**src/rtl/reset_seq_pkg.sv**
```systemverilog
// Shared types and helpers for the ordered reset-release controller.
// Holds the FSM state encoding, the index width and the counter-width sizing rule.
package reset_seq_pkg;

    typedef enum logic [1:0] {
        HOLD = 2'd0,
        WAIT = 2'd1,
        RUN  = 2'd2
    } state_t;

    localparam int IDX_W = 3;

    // Smallest counter width able to represent the larger of the two cycle limits.
    function automatic int min_cnt_w(input int hold_cycles, input int timeout_cycles);
        int m;
        m = (hold_cycles > timeout_cycles) ? hold_cycles : timeout_cycles;
        if (m < 1) begin
            m = 1;
        end
        return $clog2(m + 1);
    endfunction

endpackage

```
**src/rtl/reset_seq_timer.sv**
```systemverilog
// Clear/increment cycle counter with a terminal-count compare.
// Shared by the hold phase and the per-domain ready wait.
module reset_seq_timer #(
    parameter int CNT_W = 8
) (
    input  logic             i_clk,
    input  logic             i_rst_n,
    input  logic             i_clr,
    input  logic             i_inc,
    input  logic [CNT_W-1:0] i_term,
    output logic [CNT_W-1:0] o_cnt,
    output logic             o_tc
);

    logic [CNT_W-1:0] r_cnt;

    always_ff @(posedge i_clk or negedge i_rst_n) begin
        if (!i_rst_n) begin
            r_cnt <= '0;
        end else if (i_clr) begin
            r_cnt <= '0;
        end else if (i_inc) begin
            r_cnt <= r_cnt + 1'b1;
        end
    end

    assign o_cnt = r_cnt;
    assign o_tc  = (r_cnt == i_term);

endmodule

```
**src/rtl/reset_sequencer.sv**
```systemverilog
// Releases NUM_DOMAINS active-low resets in index order, each gated by the
// previous domain's ready or a timeout; supports a REQ/ACK software re-sequence.
module reset_sequencer
    import reset_seq_pkg::*;
#(
    parameter int NUM_DOMAINS    = 3,
    parameter int HOLD_CYCLES    = 4,
    parameter int TIMEOUT_CYCLES = 255,
    parameter int CNT_W          = 8
) (
    input  logic                   i_clk,
    input  logic                   i_rst_n,
    input  logic                   i_sw_rst_req,
    output logic                   o_sw_rst_ack,
    input  logic [NUM_DOMAINS-1:0] i_dom_ready,
    output logic [NUM_DOMAINS-1:0] o_out_rst_n,
    output logic                   o_all_up,
    output logic [NUM_DOMAINS-1:0] o_timeout_err,
    output logic [IDX_W-1:0]       o_cur_domain
);

    if (NUM_DOMAINS < 1 || NUM_DOMAINS > 8 || HOLD_CYCLES < 1 || TIMEOUT_CYCLES < 1 ||
        CNT_W < min_cnt_w(HOLD_CYCLES, TIMEOUT_CYCLES)) begin : g_bad_params
        $fatal(1, "reset_sequencer: illegal parameter set");
    end

    localparam logic [CNT_W-1:0] HOLD_TERM = CNT_W'(HOLD_CYCLES - 1);
    localparam logic [CNT_W-1:0] TMO_TERM  = CNT_W'(TIMEOUT_CYCLES - 1);
    localparam logic [IDX_W-1:0] LAST_IDX  = IDX_W'(NUM_DOMAINS - 1);

    state_t                 r_state;
    state_t                 w_state_next;
    logic [NUM_DOMAINS-1:0] r_out_rst_n;
    logic [NUM_DOMAINS-1:0] w_out_next;
    logic                   r_all_up;
    logic                   w_all_up_next;
    logic                   r_ack;
    logic                   w_ack_next;
    logic [NUM_DOMAINS-1:0] r_err;
    logic [NUM_DOMAINS-1:0] w_err_next;
    logic [IDX_W-1:0]       r_idx;
    logic [IDX_W-1:0]       w_idx_next;
    logic                   r_sw_seq;
    logic                   w_sw_seq_next;

    logic                   w_cnt_clr;
    logic                   w_cnt_inc;
    logic [CNT_W-1:0]       w_term;
    logic [CNT_W-1:0]       w_cnt;
    logic                   w_tc;
    logic [NUM_DOMAINS-1:0] w_idx_hit;
    logic [NUM_DOMAINS-1:0] w_next_hit;
    logic                   w_rdy;

    // One-hot decode of the current domain and of the domain released next.
    for (genvar gi = 0; gi < NUM_DOMAINS; gi++) begin : g_dom
        assign w_idx_hit[gi] = (r_idx == IDX_W'(gi));
        if (gi == 0) begin : g_first
            assign w_next_hit[gi] = 1'b0;
        end else begin : g_rest
            assign w_next_hit[gi] = (r_idx == IDX_W'(gi - 1));
        end
    end

    assign w_rdy  = |(w_idx_hit & i_dom_ready);
    assign w_term = (r_state == HOLD) ? HOLD_TERM : TMO_TERM;

    reset_seq_timer #(
        .CNT_W (CNT_W)
    ) u_timer (
        .i_clk   (i_clk),
        .i_rst_n (i_rst_n),
        .i_clr   (w_cnt_clr),
        .i_inc   (w_cnt_inc),
        .i_term  (w_term),
        .o_cnt   (w_cnt),
        .o_tc    (w_tc)
    );

    always_ff @(posedge i_clk or negedge i_rst_n) begin
        if (!i_rst_n) begin
            r_state     <= HOLD;
            r_out_rst_n <= '0;
            r_all_up    <= 1'b0;
            r_ack       <= 1'b0;
            r_err       <= '0;
            r_idx       <= '0;
            r_sw_seq    <= 1'b0;
        end else begin
            r_state     <= w_state_next;
            r_out_rst_n <= w_out_next;
            r_all_up    <= w_all_up_next;
            r_ack       <= w_ack_next;
            r_err       <= w_err_next;
            r_idx       <= w_idx_next;
            r_sw_seq    <= w_sw_seq_next;
        end
    end

    always_comb begin
        w_state_next  = r_state;
        w_out_next    = r_out_rst_n;
        w_all_up_next = r_all_up;
        w_ack_next    = r_ack;
        w_err_next    = r_err;
        w_idx_next    = r_idx;
        w_sw_seq_next = r_sw_seq;
        w_cnt_clr     = 1'b0;
        w_cnt_inc     = 1'b0;

        case (r_state)
            HOLD: begin
                if (w_tc) begin
                    w_out_next[0] = 1'b1;
                    w_cnt_clr     = 1'b1;
                    w_idx_next    = '0;
                    w_state_next  = WAIT;
                end else begin
                    w_cnt_inc = 1'b1;
                end
            end
            WAIT: begin
                if (w_rdy || w_tc) begin
                    if (!w_rdy) begin
                        w_err_next = r_err | w_idx_hit;
                    end
                    if (r_idx != LAST_IDX) begin
                        w_out_next = r_out_rst_n | w_next_hit;
                        w_idx_next = r_idx + IDX_W'(1);
                        w_cnt_clr  = 1'b1;
                    end else begin
                        w_all_up_next = 1'b1;
                        w_state_next  = RUN;
                        // Only a software-initiated sequence is acknowledged.
                        if (r_sw_seq) begin
                            w_ack_next    = 1'b1;
                            w_sw_seq_next = 1'b0;
                        end
                    end
                end else begin
                    w_cnt_inc = 1'b1;
                end
            end
            RUN: begin
                if (i_sw_rst_req && !r_ack) begin
                    w_out_next    = '0;
                    w_all_up_next = 1'b0;
                    w_err_next    = '0;
                    w_cnt_clr     = 1'b1;
                    w_idx_next    = '0;
                    w_state_next  = HOLD;
                    w_sw_seq_next = 1'b1;
                end else if (!i_sw_rst_req && r_ack) begin
                    w_ack_next = 1'b0;
                end
            end
            default: begin
                w_state_next = HOLD;
            end
        endcase
    end

    assign o_out_rst_n   = r_out_rst_n;
    assign o_all_up      = r_all_up;
    assign o_sw_rst_ack  = r_ack;
    assign o_timeout_err = r_err;
    assign o_cur_domain  = r_idx;

endmodule

```
**config.mk**
```make
export PLATFORM = sky130hd
export DESIGN_NAME = reset_sequencer
export DESIGN_NICKNAME = d
export VERILOG_FILES = /design/src/rtl/reset_seq_pkg.sv /design/src/rtl/reset_seq_timer.sv /design/src/rtl/reset_sequencer.sv
export SDC_FILE = /design/constraint.sdc
export NUM_CORES = 1
export LEC_CHECK = 0
export ABC_AREA = 1
export BUFFER_PORTS_ARGS = -buffer_cell sky130_fd_sc_hd__buf_2
export CORE_MARGIN = 2
export CORE_UTILIZATION = 40
export DETAILED_ROUTE_END_ITERATION = 12
export PLACE_DENSITY = 0.6
export SLEW_MARGIN = 25
export SYNTH_ARGS = -nofsm -noshare
export SYNTH_HDL_FRONTEND = slang
export SYNTH_SLANG_ARGS = --single-unit
```
**constraint.sdc**
```tcl
create_clock -name i_clk -period 2.3 [get_ports i_clk]
set_input_delay 0.23 -clock i_clk [delete_from_list [all_inputs] [get_ports i_clk]]
set_output_delay 0.23 -clock i_clk [all_outputs]
set_load 0.005 [all_outputs]
```
# Word level (Yosys, flattened, before mapping)

Cells that the tools add are included.

Input port bits: 6
Logic and storage cells: 89
Flip-flop bits (word level): 22
Bits in latches: 0
Bits in writable memories: 0
ROM bits: 0
Memories kept: 0
Output and inout bits: 11

Multiply operators: 0
Eq/ne operators: 15
Div/mod/pow operators: 0
Multiplexer cells: 43
Bitwise logic cells: 3
Reductions and logical operators: 17
Shift-type cells: 0
Magnitude comparators: 0
Add/sub/neg operators: 2

Operator list:

| kind                                                | count |
|---|---|
| two-way mux 3 bit                                   | 8 |
| two-way mux 8 bit                                   | 3 |
| two-way mux 1 bit                                   | 18 |
| != test 2 bit, second input constant                | 9 |
| AND reduction 4 bit                                 | 4 |
| case mux 3 bit (3 select lines)                     | 1 |
| adder 8 x 1 -> 8 bit, second input constant         | 1 |
| equality test 8 bit                                 | 1 |
| two-way mux 2 bit                                   | 4 |
| case mux 1 bit (2 select lines)                     | 4 |
| OR 3 bit                                            | 2 |
| case mux 1 bit (3 select lines)                     | 2 |
| case mux 2 bit (3 select lines)                     | 1 |
| case mux 3 bit (2 select lines)                     | 1 |
| AND reduction 6 bit                                 | 1 |
| AND reduction 5 bit                                 | 1 |
| case mux 2 bit (2 select lines)                     | 1 |
| nonzero test 2 bit                                  | 2 |
| adder 3 x 1 -> 3 bit, second input constant         | 1 |
| AND 3 bit                                           | 1 |
| equality test 3 x 1 -> 1 bit, second input constant | 1 |
| equality test 3 x 2 -> 1 bit, second input constant | 1 |
| zero test 3 bit                                     | 1 |
| != test 3 x 2 -> 1 bit, second input constant       | 1 |
| 8 further kinds                                     | 10 |

# Depth between registers and ports, before layout

Gate-level depths: netlist of the first run.

Word-level depth: 8
Gate-level depth with buffers: 12
Mapped depth without buffers: 11

# By module

A second synthesis of the first run with hierarchy kept.

Cell total of the unflattened synthesis: 186
Area total of the unflattened synthesis: 1433.9 sq um

Modules (own cells, without submodules):

| module          | instances | sequential area each (sq um) | cells each | area each (sq um) |
|---|---|---|---|---|
| reset_sequencer | 1         | 350.3                        | 113        | 879.6 |
| reset_seq_timer | 1         | 200.2                        | 73         | 554.3 |

# Least setup slack after synthesis of the first run

Ideal clock, no wire load.

Kind: flip-flop to flip-flop
Start point: reg r_idx[0], in the netlist o_cur_domain[0]
End point: reg r_idx[0], in the netlist o_cur_domain[0]
Path buffers: 1
Stages on the path, launching flop included: 13
Data arrival time: 1486 ps
Period minus slack after synthesis: 1616 ps
Setup time: 130 ps
Setup slack: 684 ps
Required time: 2170 ps
Path through: dfrtp_1 inv_1 ha_1 inv_1 nor2_2 nand2_1 nand4_2 nand2_4 nand2_4 nand3_2 buf_6 nand2_1 o21ai_0

Word-level cells in the longest chain between the ends: 6
Elaborated cells between the ends (all ways): 14
Those cells by class: add/sub (1); eq/ne (5); mux (3); bitwise (1); reduce/logical (4)

RTL lines:

| item                                                 | line                   | source |
|---|---|---|
| start: declaration                                   | reset_sequencer.sv:41  | `logic [IDX_W-1:0] r_idx;` |
| start signal: assignment                             | reset_sequencer.sv:95  | `r_idx <= w_idx_next;` |
| equality test 3 x 1 -> 1 bit (tied with other cells) | reset_sequencer.sv:57  | `assign w_idx_hit[gi] = (r_idx == IDX_W'(gi));` |
| AND 3 bit                                            | reset_sequencer.sv:65  | `assign w_rdy = \|(w_idx_hit & i_dom_ready);` |
| OR reduction 3 bit                                   | reset_sequencer.sv:65  |  |
| logical OR 1 bit                                     | reset_sequencer.sv:123 | `if (w_rdy \|\| w_tc) begin` |
| != test 2 bit (no line)                              | -                      |  |
| AND reduction 5 bit (no line)                        | -                      |  |

Several ways; a longest one is shown, not always the timed one. The select of a mux whose other input is x is not followed.
A chain may end at the register's enable or synchronous reset.

# Worst setup path after layout of the first run

Ends and elaborated chain as after synthesis.

==> results of run 1 <==
==> repair_timing <==
| action | CTS | global route |
|---|---|---|
| hold endpoints to repair | 22 | 0 |
| buffers inserted | 0 | 0 |
| hold buffers | 1 | 0 |
| endpoints found under the setup margin | 0 | 0 |
==> power by group through the flow <==
stage	registers, W	clock network [W]	logic, W
6_report	0.000387	0.000222	0.0000167
5_1_grt	0.000387	0.000243	0.0000193
4_1_cts	0.000387	0.000233	0.0000175
3_5_place_dp	0.000394	0	0.0000161
3_3_place_gp	0.000394	0	0.0000158
2_1_floorplan	0.000394	0	0.00000255
==> metrics by stage <==
stage	utilization (%)	instances	hold WS, ns	setup slack (ns)	total power [W]
after floorplan	-	179	-0.06559	0.6842	0.0003968
after global placement	44.99	240	0.2228	0.5435	0.0004099
after detailed placement	44.99	240	0.2347	0.4741	0.0004102
after CTS	46.40	245	0.2835	0.4376	0.0006373
after global routing	46.40	245	0.3222	0.2443	0.0006491
final	46.40	245	0.2958	0.4370	0.0006258
==> critical path, stage by stage, from the launching register on <==
cell                      delay (ns)
sky130_fd_sc_hd__dfrtp_1        0.46
sky130_fd_sc_hd__inv_1          0.11
sky130_fd_sc_hd__ha_1           0.14
sky130_fd_sc_hd__inv_1          0.04
sky130_fd_sc_hd__nor2_2         0.18
sky130_fd_sc_hd__nand2_1        0.11
sky130_fd_sc_hd__nand4_2        0.11
sky130_fd_sc_hd__nand2_4        0.09
sky130_fd_sc_hd__nand2_4        0.11
sky130_fd_sc_hd__nand3_2        0.20
sky130_fd_sc_hd__nand2_1        0.11
sky130_fd_sc_hd__o21ai_0        0.09
==> logic make-up after synthesis <==
group / count (synthesis)
adder cells (fa/ha/maj): 5
XOR/XNOR: 3
AO/OA/AOI/OAI: 13
flip-flops: 22
AND/OR/NAND/NOR: 109
buffers and inverters: 27
==> state kept, by name, indices dropped and copies added (netlist names) <==
register and count:
u_timer.o_cnt 8, r_state 2, o_all_up 1, o_sw_rst_ack 1
o_cur_domain 3, r_sw_seq 1, o_timeout_err 3, o_out_rst_n 3
==> cell usage in the layout, fill, tap and decap left out, types with 2 or more instances in the layout <==
cell type / n
sky130_fd_sc_hd__nand2_1: 51
sky130_fd_sc_hd__inv_1: 23
sky130_fd_sc_hd__dfrtp_1: 22
sky130_fd_sc_hd__nand3_1: 21
sky130_fd_sc_hd__nor2_1: 19
sky130_fd_sc_hd__buf_2: 16
sky130_fd_sc_hd__nand4_1: 5
sky130_fd_sc_hd__ha_1: 5
sky130_fd_sc_hd__a21oi_1: 4
sky130_fd_sc_hd__inv_2: 3
sky130_fd_sc_hd__nand2_4: 3
sky130_fd_sc_hd__xor2_1: 3
sky130_fd_sc_hd__o211ai_1: 3
sky130_fd_sc_hd__clkbuf_4: 3
sky130_fd_sc_hd__nor2_4: 2
sky130_fd_sc_hd__o21ai_0: 2
==> worst max path at each step <==
stage / startpoint / to / cells past startpoint
final: o_cur_domain[0]$_DFFE_PN0P_ / o_cur_domain[0]$_DFFE_PN0P_ / 11
after CTS: o_cur_domain[0]$_DFFE_PN0P_ / o_cur_domain[0]$_DFFE_PN0P_ / 11
after detailed placement: o_cur_domain[0]$_DFFE_PN0P_ / o_cur_domain[0]$_DFFE_PN0P_ / 11
after global routing: o_cur_domain[0]$_DFFE_PN0P_ / u_timer.o_cnt[6]$_DFFE_PN0P_ / 11
after floorplan: o_cur_domain[0]$_DFFE_PN0P_ / o_cur_domain[0]$_DFFE_PN0P_ / 12
after global placement: r_state[0]$_DFFE_PN0P_ / o_timeout_err[1]$_DFFE_PN0P_ / 10
==> final cells by class <==
class | count | share of cell area, %
Clock buffer | 4 | 2.381
Inverter | 26 | 6.404
Multi-Input combinational cell | 130 | 45.40
Sequential cell | 22 | 36.12
Tap cell | 46 | 3.777
Timing Repair Buffer | 17 | 5.911
==> metal layers <==
metal	track usage [%]	share of wire (%)	vias to the layer above
met5	0	0	-
met4	8.333	3.0	0
met3	1.630	1.7	8
met2	29.76	50	18
met1	20.47	45	591
li1	-	-	609
==> summary.txt, run 1 <==
post-placement cell area = 1478 um^2
leakage dissipation = 0.8619 nW
maxcap violations = 0
asr flop ratio synth = 100.0%
unrepaired setup endpoints after global routing = no
Yosys warnings = 0
Unique masters post-synth = 27
type of the worst setup path = flip-flop to flip-flop
Chip Height = 62.12 um
number of failing hold endpoints at the final stage = 0
share of total power in combinational logic = 2.7%
fraction of the yosys area taken by sequential cells = 40.74%
min cycle time layout = 1.863 ns
final count of negative-setup-slack endpoints = 0
clock insertion delay at the later pin of the skew report = 0.32 ns
number of primary I/O pins = 17
top post-synthesis cells by count = 51 x sky130_fd_sc_hd__nand2_1, 23 x sky130_fd_sc_hd__inv_1, 22 x sky130_fd_sc_hd__dfrtp_1
Slew headroom = 66.21%
WHS Path Cells = 5
vias in the first global route = 1268
number of remaining DRC errors = 0
count of flip-flops with a built-in enable after synthesis = 0
Synth Area in Compound Gates = 6.389%
buffers from clock root to sink, at most = 2
startpoint of the lowest-slack hold path = i_sw_rst_req
dominant combinational cell family by area after synthesis = simple AND/OR/NAND/NOR gates
maximum clock frequency = 536.8 MHz
number of buffer cells added on primary ports = 16
DP Wirelength = 2336 um
Cells after Synth = 179
number of instances resized during post-cts repair = 0
initial antenna violation count = 0
final clock skew = 0.008134 ns
Synth Flop Type = sky130_fd_sc_hd__dfrtp_1
drt pass-1 iters = 4
clock transition at the register clock pins on the worst setup and hold paths after CTS = 0.13 ns
core footprint = 3284 um^2
largest net degree at the start of global routing = 23
wire length of the first global-routing pass = 5264 um
most common cell in the synthesized netlist = sky130_fd_sc_hd__nand2_1
worst hold endpoint = o_sw_rst_ack$_DFFE_PN0P_
worst ir drop on vdd = 0.2596 mV
total negative slack for setup checks = 0 ns
switching power = 0.0001372 W
status = finished clean
critical path endpoint category = flip-flop
proportion of total power due to net switching = 21.91%
Post-Synthesis Net Count = 190
number of sinks on the clock net = 22
wirelength, routed = 3007 um
fraction of final layout cells sized beyond drive strength 1 = 17.59%
xor/xnor cell area share of the yosys netlist = 1.944%
violation count after the first detailed-route iteration = 21
clock buffer count from CTS = 3
mean routed wirelength per cell = 12.27 um
Core Rows = 21
power per unit of standard cell area = 410.7 nW/um^2
Critical R2R Launch = o_cur_domain[0]$_DFFE_PN0P_
top cells by area in the synthesized netlist = sky130_fd_sc_hd__dfrtp_1 41%, sky130_fd_sc_hd__nand2_1 14%, sky130_fd_sc_hd__nand3_1 7.8%
initial core utilization = 41.14%
routability congestion estimate = 0.8552
top cell type by total area after synthesis = sky130_fd_sc_hd__dfrtp_1
end of the worst register-to-register path = o_cur_domain[0]$_DFFE_PN0P_
measured slew at the worst slew-check pin = 0.5068 ns
power share of the clock group = 35.5%
DIE WIDTH = 62.12 um
Seq cells post-synth = 22
period utilization = 81.00%
arithmetic-cell share of the synthesized area counting full adders, half adders and majority gates = 4.630%
share of synthesized area spent on multiplexers = 0%
Layout Cell Area excl Fill = 1524 um^2
sequential cell area = 550.5 um^2
ANT cells = 0
aggregate global-route resource usage = 16.82%
multi-input combinational cell area = 691.9 um^2
worst hold-check path type = input port to flip-flop
total number of H-tree levels = 1
post-synth top area share = 40.74%
remaining antenna violation count = 0
Synth Area per Inst = 7.549 um^2
critical path required time = 2.51 ns
largest fanout of any net on the critical path = 11
CP Launch Type = flip-flop
Seq pwr share = 61.8%
per-cell via count in the routed design = 5.004
final-stage net count = 211
data arrival at the endpoint of the critical path = 2.07 ns
area added between synthesis and finish = 12.78%
setup slack of the most critical reg-to-reg path = 0.44 ns
die area = 3859 um^2
clock tree from TritonCTS = done
global route total overflow = 0
cell count of the worst reg-to-reg path = 11
area of the mapped netlist = 1351 um^2
Int Pwr = 0.0004887 W
simple-gate share of the synthesized area = 38.24%
Slew Viols, Final = 0
cell at the root of the clock tree = sky130_fd_sc_hd__clkbuf_4
Fillers = 342
number of vias after detailed routing = 1226
No activity file was read; power rests on OpenSTA's default activity.
==> inputs of run 2 (changes only) <==
--- a/config.mk
+++ b/config.mk
@@ -5,12 +5,12 @@
 export SDC_FILE = /design/constraint.sdc
 export NUM_CORES = 1
 export LEC_CHECK = 0
-export ABC_AREA = 1
+export ABC_AREA = 0
 export BUFFER_PORTS_ARGS = -buffer_cell sky130_fd_sc_hd__buf_2
 export CORE_MARGIN = 2
 export CORE_UTILIZATION = 40
 export DETAILED_ROUTE_END_ITERATION = 12
-export PLACE_DENSITY = 0.6
+export PLACE_DENSITY = 0.62
 export SLEW_MARGIN = 25
 export SYNTH_ARGS = -nofsm -noshare
 export SYNTH_HDL_FRONTEND = slang
==> constraint.sdc (replaced) <==
create_clock -name i_clk -period 1.6 [get_ports i_clk]
set_input_delay 0.16 -clock i_clk [delete_from_list [all_inputs] [get_ports i_clk]]
set_output_delay 0.16 -clock i_clk [all_outputs]
set_load 0.005 [all_outputs]
==> run 2 against run 1 <==
  * The flow now finishes with violations (negative setup slack)
  * Die area is 8.0% lower
  * Clock skew is 0.00061 ns lower
  * Sequential share of layout area is 5.6 points lower
  * Final area is 19% higher
  * Register-to-register slack worse by 0.66 ns
  * Synthesized cell count is 29% lower
  * Clock power is 38% higher
  * Combinational power is 44% higher
  * Largest power group unchanged
==> summary.txt, run 2 <==
WHS Path Cells = 3 (-2)
violation count after the first detailed-route iteration = 38 (+81%)
top cells by area in the synthesized netlist = sky130_fd_sc_hd__dfrtp_1 45%, sky130_fd_sc_hd__ha_1 5.1%, sky130_fd_sc_hd__nand2_1 3.9%
global-route track usage on met3 = 2.620% (+0.99 points)
wirelength, routed = 3248 um (+8.0%)
drt pass-1 iters = 4 (unchanged)
asr flop ratio synth = 100.0% (unchanged)
initial core utilization = 41.17% (about the same)
number of remaining DRC errors = 0 (unchanged)
Synth Area per Inst = 9.734 um^2 (+29%)
fraction of final layout cells sized beyond drive strength 1 = 49.18% (+32 points)
simple-gate share of the synthesized area = 25.10% (-13 points)
final clock skew = 0.007522 ns (-0.0006120 ns)
violations in the final reports = negative setup slack
xor/xnor cell area share of the yosys netlist = 0.7085% (-1.2 points)
largest net degree at the start of global routing = 23 (unchanged)
DIE WIDTH = 59.59 um (-4.1%)
die area = 3551 um^2 (-8.0%)
type of the worst setup path = flip-flop to flip-flop
cell at the root of the clock tree = sky130_fd_sc_hd__clkbuf_4
buffers from clock root to sink, at most = 2 (unchanged)
worst hold margin = 0.08384 ns (-0.2120 ns)
number of failing hold endpoints at the final stage = 0 (unchanged)
highest-utilization routing layer at the global route stage = met2
CP Launch Type = flip-flop
count of flip-flops with a built-in enable after synthesis = 0 (unchanged)
wire length of the first global-routing pass = 5050 um (-4.1%)
critical path endpoint category = flip-flop
post-placement cell area = 1543 um^2 (+4.4%)
Synth Flop Type = sky130_fd_sc_hd__dfrtp_1
area of the mapped netlist = 1236 um^2 (-8.5%)
power per unit of standard cell area = 491.0 nW/um^2 (+20%)
Fillers = 253 (-26%)
per-cell via count in the routed design = 5.449 (+8.9%)
clock insertion delay at the later pin of the skew report = 0.31 ns (about the same)
final count of negative-setup-slack endpoints = 21 (+21)
number of sinks on the clock net = 22 (unchanged)
period utilization = 113.7% (+33 points)
vias in the first global route = 1139 (-10%)
worst hold-check path type = input port to flip-flop
data arrival at the endpoint of the critical path = 2.03 ns (-0.04 ns)
met2 Usage GRT = 32.34% (+2.6 points)
clock tree from TritonCTS = done
DP Wirelength = 2120 um (-9.3%)
setup ws final = -0.2197 ns (-0.6567 ns)
maxcap violations = 0 (unchanged)
most common cell in the synthesized netlist = sky130_fd_sc_hd__dfrtp_1
measured slew at the worst slew-check pin = 0.4959 ns (-0.01089 ns)
Slew Viols, Final = 0 (unchanged)
initial antenna violation count = 0 (unchanged)
top post-synthesis cells by count = 22 x sky130_fd_sc_hd__dfrtp_1, 13 x sky130_fd_sc_hd__nand2_1, 8 x sky130_fd_sc_hd__nor2_1, 8 x sky130_fd_sc_hd__o21ai_0
ANT cells = 0 (unchanged)
min cycle time layout = 1.820 ns (-0.04329 ns)
Seq cells post-synth = 22 (unchanged)
area added between synthesis and finish = 46.46%
number of vias after detailed routing = 1177 (-4.0%)
Chip Height = 59.59 um (-4.1%)
critical path required time = 1.81 ns (-0.70 ns)
post-synth top area share = 44.53% (+3.8 points)
core footprint = 3003 um^2 (-8.6%)
Core Rows = 20 (-4.8%)
final-stage net count = 195 (-7.6%)
total number of H-tree levels = 1 (unchanged)
Yosys warnings = 0 (unchanged)
met1 track demand over resource = 24.24% (+3.8 points)
cell count of the worst reg-to-reg path = 6 (-5)
worst ir drop on vdd = 0.3776 mV (+45%)
clock transition at the register clock pins on the worst setup and hold paths after CTS = 0.12 ns (about the same)
maximum clock frequency = 549.5 MHz (+2.4%)
number of buffer cells added on primary ports = 16 (unchanged)
Layout Cell Area excl Fill = 1810 um^2 (+19%)
share of synthesized area spent on multiplexers = 0% (unchanged)
most frequent cells in the layout = 34 x sky130_fd_sc_hd__buf_4, 21 x sky130_fd_sc_hd__dfrtp_1, 16 x sky130_fd_sc_hd__buf_2
Unique masters post-synth = 42 (+56%)
remaining antenna violation count = 0 (unchanged)
aggregate global-route resource usage = 19.01% (+2.2 points)
leakage dissipation = 0.8497 nW (-1.4%)
routability congestion estimate = 0.8363 (-2.2%)
Cells after Synth = 127 (-29%)
number of flip-flops under the largest register name = 8 (unchanged)
setup slack of the most critical reg-to-reg path = -0.22 ns (-0.66 ns)
Synth Area in Compound Gates = 19.23% (+13 points)
dominant combinational cell family by area after synthesis = simple AND/OR/NAND/NOR gates
mean routed wirelength per cell = 15.04 um (+23%)
Slew headroom = 66.94% (+0.73 points)
top cell type by total area after synthesis = sky130_fd_sc_hd__dfrtp_1
clock buffer count from CTS = 3 (unchanged)
global route total overflow = 0 (unchanged)
number of primary I/O pins = 17 (unchanged)
leading cell type in the layout, fill and taps excluded = sky130_fd_sc_hd__buf_4
largest fanout of any net on the critical path = 5 (-6)
Post-Synthesis Net Count = 138 (-27%)
unrepaired setup endpoints after global routing = yes
fraction of the yosys area taken by sequential cells = 44.53% (+3.8 points)
status = finished with violations
arithmetic-cell share of the synthesized area counting full adders, half adders and majority gates = 5.061% (+0.43 points)
==> run 2: power breakdown <==
group	total [W]	leakage, nW	switching (W)	internal (W)
Clock	0.000307	0.0210	0.000168	0.000139
Sequential	0.000558	0.264	0.000000733	0.000557
Combinational	0.0000240	0.565	0.0000165	0.00000757
Total	0.000889	0.850	0.000185	0.000704
==> run 2: per-layer routing <==
| metal | vias up | routed length, um |
|---|---|---|
| met5 | - | 0 |
| met4 | 0 | 38 |
| met3 | 4 | 77 |
| met2 | 26 | 1638 |
| met1 | 570 | 1492 |
| li1 | 577 | - |
==> run 2: timing repair <==
| item | in CTS | in global routing |
|---|---|---|
| hold buffers | 1 | 0 |
| pin swaps | 13 | 11 |
| setup endpoints to repair | 21 | 21 |
| setup buffers | 7 | 3 |
| gates resized for setup | 15 | 20 |
| gates cloned | 1 | 0 |
| endpoints found under the hold margin | 22 | 0 |
==> run 2: worst paths after layout <==
| kind | start | to |
|---|---|---|
| worst min-delay path | i_sw_rst_req | o_sw_rst_ack$_DFFE_PN0P_ |
| min in group asynchronous | i_rst_n | u_timer.o_cnt[4]$_DFFE_PN0P_ |
| max in group asynchronous | i_rst_n | o_cur_domain[0]$_DFFE_PN0P_ |
| worst max register to register | u_timer.o_cnt[3]$_DFFE_PN0P_ | u_timer.o_cnt[3]$_DFFE_PN0P_ |
| worst max-delay path | u_timer.o_cnt[3]$_DFFE_PN0P_ | u_timer.o_cnt[3]$_DFFE_PN0P_ |
| worst min register to register | o_out_rst_n[0]$_DFFE_PN0P_ | o_out_rst_n[0]$_DFFE_PN0P_ |
==> run 2: kinds of logic (layout without fill, tap and decap cells) <==
family                     after synthesis  in the layout
and+or+nand+nor                         54             54
AOI/OAI and AO/OA                       34             34
DFF                                     22             22
buffers and inverters                   11             67
adders and majority gates                5              5
xor gates and xnor gates                 1              1
==> run 2: cell type report <==
cell class / instances / area [um^2] / area share, %
clock buffers: 4 / 36.28 / 2.004
repair buffers: 56 / 401.6 / 22.18
flip-flops and latches: 22 / 551.8 / 30.48
multi-input cells: 94 / 753.2 / 41.60
well taps: 33 / 41.29 / 2.281
inverters: 7 / 26.28 / 1.451
==> run 2: critical path: stages, from the launching register on <==
cell and delay (ns):
sky130_fd_sc_hd__dfrtp_1 0.42, sky130_fd_sc_hd__nand4_1 0.14, sky130_fd_sc_hd__or4_4 0.54, sky130_fd_sc_hd__nand4_4 0.15, sky130_fd_sc_hd__buf_6 0.13, sky130_fd_sc_hd__nor2_1 0.04
sky130_fd_sc_hd__a211o_2 0.29
==> run 2: stage by stage <==
stage	setup TNS (ns)	cells	util (%)	setup slack, ns	total power, W
after floorplan	-0.9452	127	-	-0.1244	0.0005702
after global placement	-2.504	200	51.38	-0.1922	0.0005898
after detailed placement	-3.340	200	51.38	-0.2493	0.0005905
after CTS	-2.946	213	56.75	-0.2141	0.0009007
after global routing	-3.901	216	60.29	-0.2746	0.0009282
final	-2.641	216	60.29	-0.2197	0.0008890
==> inputs of run 3 (changes only) <==
--- a/config.mk
+++ b/config.mk
@@ -10,7 +10,7 @@
 export CORE_MARGIN = 2
 export CORE_UTILIZATION = 40
 export DETAILED_ROUTE_END_ITERATION = 12
-export PLACE_DENSITY = 0.62
+export PLACE_DENSITY = 0.71
 export SLEW_MARGIN = 25
 export SYNTH_ARGS = -nofsm -noshare
 export SYNTH_HDL_FRONTEND = slang
==> run 3 against run 2 <==
  * Worst hold slack better by 0.016 ns
  * Highest routed layer unchanged
  * Via count increased by 1.9%
  * Die area stayed put
  * Sequential power hardly changed
  * Wire length rose by 0.99%
  * Critical path depth grew 1
  * Register-to-register slack better by 0.02 ns
  * The flow still finishes with violations (negative setup slack)
  * Global-route usage rose by 1.8 points
  * Clock power about the same
  * Flip-flop and latch count is the same
  * Final cell count is 2.8% higher
==> summary.txt, run 3 (synthesized netlist as in run 2, its figures left out) <==
status = finished with violations
violations in the final reports = negative setup slack
largest net degree at the start of global routing = 23 (unchanged)
power share of the clock group = 34.7% (+0.2 points)
Critical R2R Launch = o_cur_domain[0]$_DFFE_PN0P_
setup ws final = -0.1964 ns (+0.02330 ns)
min cycle time layout = 1.796 ns (-0.02330 ns)
die area = 3551 um^2 (unchanged)
DP Wirelength = 2337 um (+10%)
Int Pwr = 0.0007037 W (about the same)
startpoint of the lowest-slack hold path = i_sw_rst_req
critical path endpoint category = flip-flop
CP Launch Type = flip-flop
Chip Height = 59.59 um (unchanged)
vias in the first global route = 1249 (+9.7%)
unrepaired setup endpoints after global routing = yes
final count of negative-setup-slack endpoints = 21 (unchanged)
largest fanout of any net on the critical path = 5 (unchanged)
wire length of the first global-routing pass = 5554 um (+10%)
final clock skew = 0.001872 ns (-0.005650 ns)
clock tree from TritonCTS = done
worst ir drop on vdd = 0.4397 mV (+16%)
ANT cells = 0 (unchanged)
switching power = 0.0001854 W (about the same)
maximum clock frequency = 556.7 MHz (+1.3%)
launching instance or port of the critical path = o_cur_domain[0]$_DFFE_PN0P_
routability congestion estimate = 0.8733 (+4.4%)
buffers from clock root to sink, at most = 2 (unchanged)
standard cell with the maximum stage delay on the critical path = sky130_fd_sc_hd__dfrtp_1
final-stage net count = 201 (+3.1%)
remaining antenna violation count = 0 (unchanged)
number of sinks on the clock net = 22 (unchanged)
power per unit of standard cell area = 493.1 nW/um^2 (+0.42%)
worst hold margin = 0.09983 ns (+0.01599 ns)
data arrival at the endpoint of the critical path = 2.00 ns (-0.03 ns)
area added between synthesis and finish = 45.85%
number of buffer cells added on primary ports = 16 (unchanged)
Fillers = 258 (+2.0%)
Critical Path, Cell by Cell = inv_2 -> ha_4 -> a22oi_2 -> a211o_1 -> nand4_2 -> and2_4 -> a211o_1
measured slew at the worst slew-check pin = 0.4928 ns (-0.003063 ns)
DIE WIDTH = 59.59 um (unchanged)
critical path required time = 1.80 ns (about the same)
clock buffer count from CTS = 3 (unchanged)
per-cell via count in the routed design = 5.401 (-0.88%)
total number of H-tree levels = 1 (unchanged)
period utilization = 112.3% (-1.5 points)
Core Rows = 20 (unchanged)
initial core utilization = 41.17% (unchanged)
leading cell type in the layout, fill and taps excluded = sky130_fd_sc_hd__buf_4
mean routed wirelength per cell = 14.77 um (-1.7%)
cell at the root of the clock tree = sky130_fd_sc_hd__clkbuf_4
global route total overflow = 0 (unchanged)
dominant cell type by count on the critical path = sky130_fd_sc_hd__a211o_1
number of vias after detailed routing = 1199 (+1.9%)
maxcap violations = 0 (unchanged)
leakage dissipation = 0.8770 nW (+3.2%)
fraction of final layout cells sized beyond drive strength 1 = 47.62% (-1.6 points)
number of flip-flops under the largest register name = 8 (unchanged)
proportion of total power due to net switching = 20.85% (about the same)
worst stage delay on the critical path = 0.42 ns (-0.12 ns)
wirelength, routed = 3280 um (+0.99%)
type of the worst setup path = flip-flop to flip-flop
Slew headroom = 67.14% (+0.20 points)
clock insertion delay at the later pin of the skew report = 0.31 ns (about the same)
number of primary I/O pins = 17 (unchanged)
initial antenna violation count = 0 (unchanged)
violation count after the first detailed-route iteration = 42 (+11%)
aggregate global-route resource usage = 20.85% (+1.8 points)
number of remaining DRC errors = 0 (unchanged)
core footprint = 3003 um^2 (unchanged)
number of failing hold endpoints at the final stage = 0 (unchanged)
drt pass-1 iters = 4 (unchanged)
Slew Viols, Final = 0 (unchanged)
worst hold-check path type = input port to flip-flop
share of total power in combinational logic = 2.6% (about the same)
clock transition at the register clock pins on the worst setup and hold paths after CTS = 0.12 ns (about the same)
most frequent cells in the layout = 42 x sky130_fd_sc_hd__buf_4, 22 x sky130_fd_sc_hd__dfrtp_1, 16 x sky130_fd_sc_hd__buf_2
pre-CTS worst setup slack = -0.2070 ns (+0.04229 ns)
Seq pwr share = 62.7% (about the same)
run 3: stage by stage:
stage | setup TNS (ns) | instances | instance area (um^2) | power [W] | util, %
3_3_place_gp | -1.588 | 205 | 1580 | 0.0005891 | 52.63
3_5_place_dp | -2.488 | 205 | 1580 | 0.0005898 | 52.63
5_1_grt | -4.715 | 222 | 1803 | 0.0009134 | 60.04
2_1_floorplan | -0.9452 | 127 | 1251 | 0.0005702 | -
6_report | -2.805 | 222 | 1803 | 0.0008891 | 60.04
4_1_cts | -2.189 | 218 | 1740 | 0.0008993 | 57.96
run 3: what timing repair did:
| item | 4_1_cts | 5_1_grt |
|---|---|---|
| hold endpoints to repair | 22 | 0 |
| endpoints found under the setup margin | 21 | 21 |
| pin swaps | 7 | 4 |
| buffers inserted | 8 | 4 |
| gates resized for setup | 15 | 5 |
| hold buffers | 1 | 0 |
run 3: area by class of cell:
class	count	area, um^2	share of cell area (%)
repair buffers	62	439.2	24.36
inverters	7	26.28	1.457
flip-flops and latches	22	550.5	30.53
clock buffers	4	36.28	2.012
multi-input cells	94	709.4	39.35
well taps	33	41.29	2.290
run 3: path summary, 6_finish.rpt:
check / to / slack [ns] / depth (start not counted)
max in group asynchronous: o_cur_domain[1]$_DFFE_PN0P_ / 0.94 / 2
worst min-delay path: o_sw_rst_ack$_DFFE_PN0P_ / 0.1 / 3
worst min register to register: o_out_rst_n[0]$_DFFE_PN0P_ / 0.49 / 2
min in group asynchronous: u_timer.o_cnt[4]$_DFFE_PN0P_ / 0.33 / 2
worst max-delay path: u_timer.o_cnt[5]$_DFFE_PN0P_ / -0.20 / 7
worst max register to register: u_timer.o_cnt[5]$_DFFE_PN0P_ / -0.20 / 7
run 3: per-layer routing:
layer / global-route usage (%) / share of wire (%) / vias to the layer above
li1: - / - / 590
met4: 6.984 / 0.64 / 0
met5: 0 / 0 / -
met2: 38.93 / 56 / 25
met3: 1.965 / 3.3 / 2
met1: 24.73 / 40 / 582
run 3: critical path: cells and delay by family (launching register included):
family | cells | cell delay, ns
buffers and inverters | 1 | 0.09
flip-flops | 1 | 0.42
adder cells (fa/ha/maj) | 1 | 0.17
AND/OR/NAND/NOR | 2 | 0.35
AO/OA/AOI/OAI | 3 | 0.65
run 3: power by group through the flow:
stage,clock network [W],logic (W),registers (W)
6_report,0.000308,0.0000229,0.000558
5_1_grt,0.000329,0.0000266,0.000558
4_1_cts,0.000317,0.0000240,0.000558
3_5_place_dp,0,0.0000213,0.000569
3_3_place_gp,0,0.0000207,0.000568
2_1_floorplan,0,0.00000170,0.000568
